## src/rtl/alu_seq_ctrl.sv

```systemverilog
// alu_seq_ctrl: sequences read / load A / load B / execute / write-back strobes
// around a register-file + ALU datapath, one command per valid/ready handshake.
// Latency accept edge to done: 4 cycles (add/sub/and), 3 cycles (not-B).
// Backpressure: cmd_ready is high only in IDLE.
//
// Ports:
//   clk, reset_n                      clock, async active-low reset
//   cmd_valid/cmd_ready               command handshake
//   cmd_aluop/rd/rn/rm/wb             command fields, captured on accept
//   readnum, writenum                 register-file read/write addresses
//   write, loada, loadb, loadc, loads datapath strobes (one cycle each per command)
//   asel                              force ALU A input to zero (not-B execute)
//   aluop                             ALU operation, held from accept to next accept
//   done                              one-cycle completion pulse
//   op_count                          completed-command counter, wraps silently
module alu_seq_ctrl #(
  parameter int RA_W  = 3,
  parameter int CNT_W = 16
) (
  input  logic             clk,
  input  logic             reset_n,
  input  logic             cmd_valid,
  output logic             cmd_ready,
  input  logic [1:0]       cmd_aluop,
  input  logic [RA_W-1:0]  cmd_rd,
  input  logic [RA_W-1:0]  cmd_rn,
  input  logic [RA_W-1:0]  cmd_rm,
  input  logic             cmd_wb,
  output logic [RA_W-1:0]  readnum,
  output logic [RA_W-1:0]  writenum,
  output logic             write,
  output logic             loada,
  output logic             loadb,
  output logic             asel,
  output logic [1:0]       aluop,
  output logic             loadc,
  output logic             loads,
  output logic             done,
  output logic [CNT_W-1:0] op_count
);

  typedef enum logic [2:0] {
    S_IDLE   = 3'd0,
    S_LOAD_A = 3'd1,
    S_LOAD_B = 3'd2,
    S_EXEC   = 3'd3,
    S_WRITE  = 3'd4
  } state_t;

  state_t            state_q, state_d;
  logic [1:0]        aluop_q;
  logic [RA_W-1:0]   rd_q, rn_q, rm_q;
  logic              wb_q;
  logic [CNT_W-1:0]  cnt_q;
  logic              loada_q, loadb_q, exec_q, write_q, done_q;
  logic              accept;

  assign cmd_ready = (state_q == S_IDLE);
  assign accept    = cmd_valid & cmd_ready;

  always_comb begin
    state_d = state_q;
    case (state_q)
      S_IDLE: begin
        if (accept) begin
          // not-B has no A operand, so skip the A read entirely
          state_d = (cmd_aluop == 2'b11) ? S_LOAD_B : S_LOAD_A;
        end
      end
      S_LOAD_A: state_d = S_LOAD_B;
      S_LOAD_B: state_d = S_EXEC;
      S_EXEC:   state_d = S_WRITE;
      S_WRITE:  state_d = S_IDLE;
      default:  state_d = S_IDLE;
    endcase
  end

  // Strobes are registered decodes of the next state, so each one is
  // high exactly while the FSM sits in its state and drops with reset.
  always_ff @(posedge clk or negedge reset_n) begin
    if (!reset_n) begin
      state_q <= S_IDLE;
      aluop_q <= 2'b00;
      rd_q    <= '0;
      rn_q    <= '0;
      rm_q    <= '0;
      wb_q    <= 1'b0;
      cnt_q   <= '0;
      loada_q <= 1'b0;
      loadb_q <= 1'b0;
      exec_q  <= 1'b0;
      write_q <= 1'b0;
      done_q  <= 1'b0;
    end else begin
      state_q <= state_d;
      if (accept) begin
        aluop_q <= cmd_aluop;
        rd_q    <= cmd_rd;
        rn_q    <= cmd_rn;
        rm_q    <= cmd_rm;
        wb_q    <= cmd_wb;
      end
      loada_q <= (state_d == S_LOAD_A);
      loadb_q <= (state_d == S_LOAD_B);
      exec_q  <= (state_d == S_EXEC);
      // wb_q is stable here: WRITE is only entered from EXEC, long after capture
      write_q <= (state_d == S_WRITE) & wb_q;
      done_q  <= (state_d == S_WRITE);
      // Count becomes visible the cycle after done
      if (state_q == S_WRITE) begin
        cnt_q <= cnt_q + CNT_W'(1);
      end
    end
  end

  assign loada    = loada_q;
  assign loadb    = loadb_q;
  assign loadc    = exec_q;
  assign loads    = exec_q;
  assign write    = write_q;
  assign done     = done_q;
  assign asel     = exec_q & (aluop_q == 2'b11);
  assign aluop    = aluop_q;
  assign readnum  = loadb_q ? rm_q : rn_q;
  assign writenum = rd_q;
  assign op_count = cnt_q;

endmodule

```

## config.mk

```make
export PLATFORM = sky130hd
export DESIGN_NAME = alu_seq_ctrl
export DESIGN_NICKNAME = d
export VERILOG_FILES = /design/src/rtl/alu_seq_ctrl.sv
export SDC_FILE = /design/constraint.sdc
export NUM_CORES = 1
export LEC_CHECK = 0
export ABC_CLOCK_PERIOD_IN_PS = 1800
export BUFFER_PORTS_ARGS = -buffer_cell sky130_fd_sc_hd__buf_2
export CAP_MARGIN = 20
export CORE_ASPECT_RATIO = 0.6
export CORE_MARGIN = 2
export CORE_UTILIZATION = 23
export DETAILED_ROUTE_END_ITERATION = 8
export GPL_ROUTABILITY_DRIVEN = 0
export HOLD_SLACK_MARGIN = 0.06
export PLACE_DENSITY = 0.41
export SLEW_MARGIN = 20
export SYNTH_ARGS = -nofsm -noshare
export SYNTH_HDL_FRONTEND = slang
export SYNTH_SLANG_ARGS = --single-unit
```

## constraint.sdc

```tcl
create_clock -name clk -period 1.8 [get_ports clk]
set_input_delay 0.09 -clock clk [delete_from_list [all_inputs] [get_ports clk]]
set_output_delay 0.09 -clock clk [all_outputs]
set_load 0.01 [all_outputs]
```

# ---- Word-level counts from Yosys, hierarchy flattened
# Cells that the tools add are included.
# Widths: inputs -> output; s select.
dict set report word_totals {
  register_bits 36
  latchBits 0
  ramBits 0
  rom_bits 0
  input_bits 15
  output_inout_bits 32
  word_cells 31
  mem_count 0
}
dict set report classes {
  add_sub_neg 1
  n_mul 0
  div 0
  order_cmp 0
  n_eq_ne 10
  shifts 0
  muxes 4
  bitwise_logic 3
  n_reduce_logical 1
}
# operator count
set ops {}
lappend ops {{$add 16x1->16 const B} 1}
lappend ops {{$eq 3x2->1 const B} 4}
lappend ops {{$pmux 3 s4} 1}
lappend ops {{$eq 3x1->1 const B} 2}
lappend ops {{$eq 3x3->1 const B} 2}
lappend ops {{$mux 3} 2}
lappend ops {{$eq 2x2->1 const B} 2}
lappend ops {{$and 1x1->1} 3}
lappend ops {{$logic_not 3->1} 1}
lappend ops {{$mux 2} 1}

# ---- Depth between registers and ports, before layout
dict set report logic_depth {
  depth_word 6
  mapped_depth 6
}

# ---- Least setup slack after synthesis
# Ideal clock, no wire load.
dict set report synth_timing {
  kind {register -> register}
  from {reg state_q[2]}
  to {reg aluop_q[0], in the netlist aluop[0]}
  setup_time_ns 0.125
  arrival_ns 1.434
  required_ns 1.675
  path_slack_ns 0.241
  path_stages_with_launch 6
  path_buffers 2
  period_less_slack_ns 1.559
  path_cell_list {dfrtp_1 -> buf_4 -> nor3_2 -> and2_4 -> buf_6 -> mux2_2}
}
dict set report synth_between {
  elab_chain_cells 2
}
# element line_no
set synth_rtl {}
lappend synth_rtl {{start, declared} 50} ;# state_t state_q, state_d;
lappend synth_rtl {{start signal, assigned} 95} ;# state_q <= state_d;
lappend synth_rtl {{$logic_not 3->1} 58} ;# assign cmd_ready = (state_q == S_IDLE);
lappend synth_rtl {{net cmd_ready} 23} ;# output logic cmd_ready,
lappend synth_rtl {{$and 1x1->1} 59} ;# assign accept = cmd_valid & cmd_ready;
lappend synth_rtl {{end signal, assigned} 97} ;# aluop_q <= cmd_aluop;
lappend synth_rtl {{end, declared} 51} ;# logic [1:0] aluop_q;
# The timed path passes the listed nets, and every way through them passes these cells.
# A chain may end at the register's enable or synchronous reset.

# ---- Worst setup path after layout
dict set report layout_timing {
  from {reg state_q[2]}
  to {reg cnt_q[13], in the netlist op_count[13]}
}
dict set report layout_between {
  elab_chain_cells 1
}
# element line_no
set layout_rtl {}
lappend layout_rtl {{$eq 3x3->1} 110} ;# if (state_q == S_WRITE) begin
lappend layout_rtl {{end signal, assigned} 111} ;# cnt_q <= cnt_q + CNT_W'(1);
lappend layout_rtl {{end, declared} 54} ;# logic [CNT_W-1:0] cnt_q;
# Every way passes these cells.

==> results_dict.tcl <==
set metrics [dict create \
    crit_type "reg -> reg" \
    clkTransAtPathRegs_ps 70 \
    grt-ovfl-total 0 \
    synth_cells 111 \
    final.period_utilization 0.9150 \
    period_minus_slack_ps 1647 \
    cp_num_buf_inv 0 \
    fin_setup_tns_ps 0 \
    clock_path_buffers 2 \
    grt_max_degree 37 \
    vias 1031 \
    syn-num-nets 127 \
    area_growth_pct 31.69 \
    max_freq_mhz 607.2 \
    synth_area_leaders "dfrtp_1, mux2_2, xnor2_1, nand4_1, xor2_1" \
    status "completed" \
    cp_max_fo 9 \
    timing.hold.ws_ps 82.93 \
    crit_slowest_cell "dfrtp_1" \
    cpPeakStageDelay_ps 500 \
    nNetsFinal 185 \
    drt_iter0_drc 68 \
    hold_class "in -> reg" \
    required_ps 1960 \
    grt_pass1_wl_um 5209 \
    cp.arrival_ps 1810 \
    fin_skew_ps 3.969 \
    detailed_place_hpwl_um 2354 \
    pin_count 47 \
    rsz0062_at_grt "no" \
    cts.sinks 36 \
    p_leak_nw 0.9833 \
    numCtsBuffers 5 \
    hold_viol 0 \
    die_y_um 67.05 \
    grt_pass1_vias 1060 \
    powerDensity_nw_per_um2 1358 \
    vias_per_cell 4.059 \
    h-tree-depth 2 \
    synth.distinct_cells 26 \
    final_layout_size_suffix_gt1_frac 0.4412 \
    tightest_slew_ps 823.0 \
    start_util 0.2439 \
    cp_cell_sequence "nor3b_4 > and4_1 > nand4_1 > xnor2_1" \
    start_kind "flop" \
    io_buffers 46 \
    core_um2 6248 \
    irDropWorstVdd_mv 0.3468 \
    fp-row-count 22 \
    cp_top_family "simple AND/OR/NAND/NOR gates" \
    antenna_found_initial 0 \
    cts_tree "yes" \
    timing.max_cap.violations 0 \
    crit_start "state_q[2]" \
    clkLatencyLatePin_ps 280 \
    synth_area_um2 1524 \
    slew_headroom 0.4514 \
    setup_violations 0 \
    post-route-util 0.3212 \
    slew_violations 0 \
    grt.total_usage 0.09660 \
    dieWidth_um 109.1 \
    ant_nets 0 \
    drt-total-wl_um 3220 \
    wl_per_cell_um 12.68 \
    insertedDiodeCount 0 \
    clockRootBuffer "clkbuf_8" \
    avgSynthCellArea_um2 13.73 \
    ys.warnings.count 0 \
    die_area_um2 7314 \
    hp-start "cmd_rd[0]" \
    drc 0 \
    synth_top_cell_by_area "dfrtp_1" \
    ys_seq_elements 36 \
    dr.pass1.iters 6 \
    yosysSeqAreaShare 0.5911 \
    r2r-start "state_q[2]" \
    synth_top_area_frac 0.5911 \
    worstSetupEndpointType "flop" \
]
worst register-to-register path, delay by kind of cell, from the launching register on:
| family | cells | cell delay (ps) |
|---|---|---|
| flops | 1 | 500 |
| simple gates | 3 | 870 |
| xor+xnor | 1 | 150 |
synthesized netlist by cell type:
master	instances
buf_6	2
xor2_1	3
a21oi_1	1
xnor2_1	12
nor2_1	3
mux2_2	16
and4bb_2	1
nor3_2	1
and3_1	3
nand4bb_2	1
nand3_1	4
dfrtp_1	36
nor3b_4	1
and4_1	2
nand4_1	5
and2_4	1
nor3_1	2
and2_1	3
nand2_1	4
a311oi_1	1
ha_1	1
and2_0	1
a31oi_1	1
buf_4	3
inv_1	1
nor3b_1	2
area by class of cell:
class	count	area, um^2
Tap cell	84	105.1
Clock buffer	6	82.58
Timing Repair Buffer	56	330.3
Inverter	1	3.754
Clock inverter	2	10.01
Multi-Input combinational cell	69	574.3
Fill cell	650	4242
Sequential cell	36	900.9
what timing repair did:
action | in CTS | in global routing
buffers inserted | 0 | 0
endpoints found under the setup margin | 0 | 0
resized for setup | 0 | 0
hold endpoints to repair | 45 | 0
hold buffers | 10 | 0
layout by cell type, fill, tap and decap left out, types with 2 or more instances in the layout:
| cell | n |
|---|---|
| clkbuf_8 | 6 |
| nand2_1 | 4 |
| and3_1 | 3 |
| nor2_1 | 3 |
| buf_2 | 46 |
| nor3_1 | 2 |
| and4_1 | 2 |
| clkinv_2 | 2 |
| mux2_2 | 16 |
| dfrtp_1 | 36 |
| nand4_1 | 5 |
| xnor2_1 | 12 |
| nand3_1 | 4 |
| dlygate4sd3_1 | 10 |
| nor3b_1 | 2 |
| and2_1 | 3 |
| xor2_1 | 3 |
cells by family after synthesis:
family / Yosys count / share of synthesized area
flops: 36 / 0.5911
simple gates: 34 / 0.1511
compound gates: 3 / 0.01314
mux: 16 / 0.1182
fa+ha+maj: 1 / 0.008209
buf+inv: 6 / 0.03202
xor+xnor: 15 / 0.08621
state kept, by name, summed over array words and instances (netlist names):
signal	cells
loada	1
wb_q	1
loadb	1
write	1
done	1
rm_q	3
aluop	2
loadc	1
writenum	3
state_q	3
op_count	16
rn_q	3
layer usage:
metal | wire (um) | track usage | vias to the layer above
met5 | 0 | 0 | -
met4 | 29 | 0.03365 | 0
met3 | 100 | 0.03229 | 2
met2 | 1513 | 0.1452 | 17
met1 | 1577 | 0.1293 | 509
li1 | - | - | 503
through the flow:
step / power [W] / setup slack, ps / instances / cell area [um^2]
finish: 0.002726 / 153.1 / 254 / 2007
global route: 0.002932 / 34.65 / 254 / 2007
CTS: 0.002781 / 139.7 / 254 / 2007
detailed placement: 0.002160 / 163.8 / 236 / 1814
global placement: 0.002124 / 231.9 / 236 / 1814
floorplan: 0.001847 / 241.2 / 111 / 1524
path summary, 6_finish.rpt:
kind	cells after the start	end	slack, ps
setup reg to reg	4	op_count[13]	150
setup / recovery	4	op_count[13]	150
hold / removal	2	writenum[0]	80
max in group asynchronous	2	rm_q[2]	840
hold reg to reg	1	op_count[15]	470
min in group asynchronous	2	writenum[0]	440
power by group:
part | total (W) | switching [W] | internal, W | leakage (nW)
combinational | 0.000852 | 0.000384 | 0.000468 | 0.468
clock | 0.000587 | 0.000282 | 0.000305 | 0.0510
sequential | 0.00129 | 0.000226 | 0.00106 | 0.465
Power figures use the tool's default switching activity.
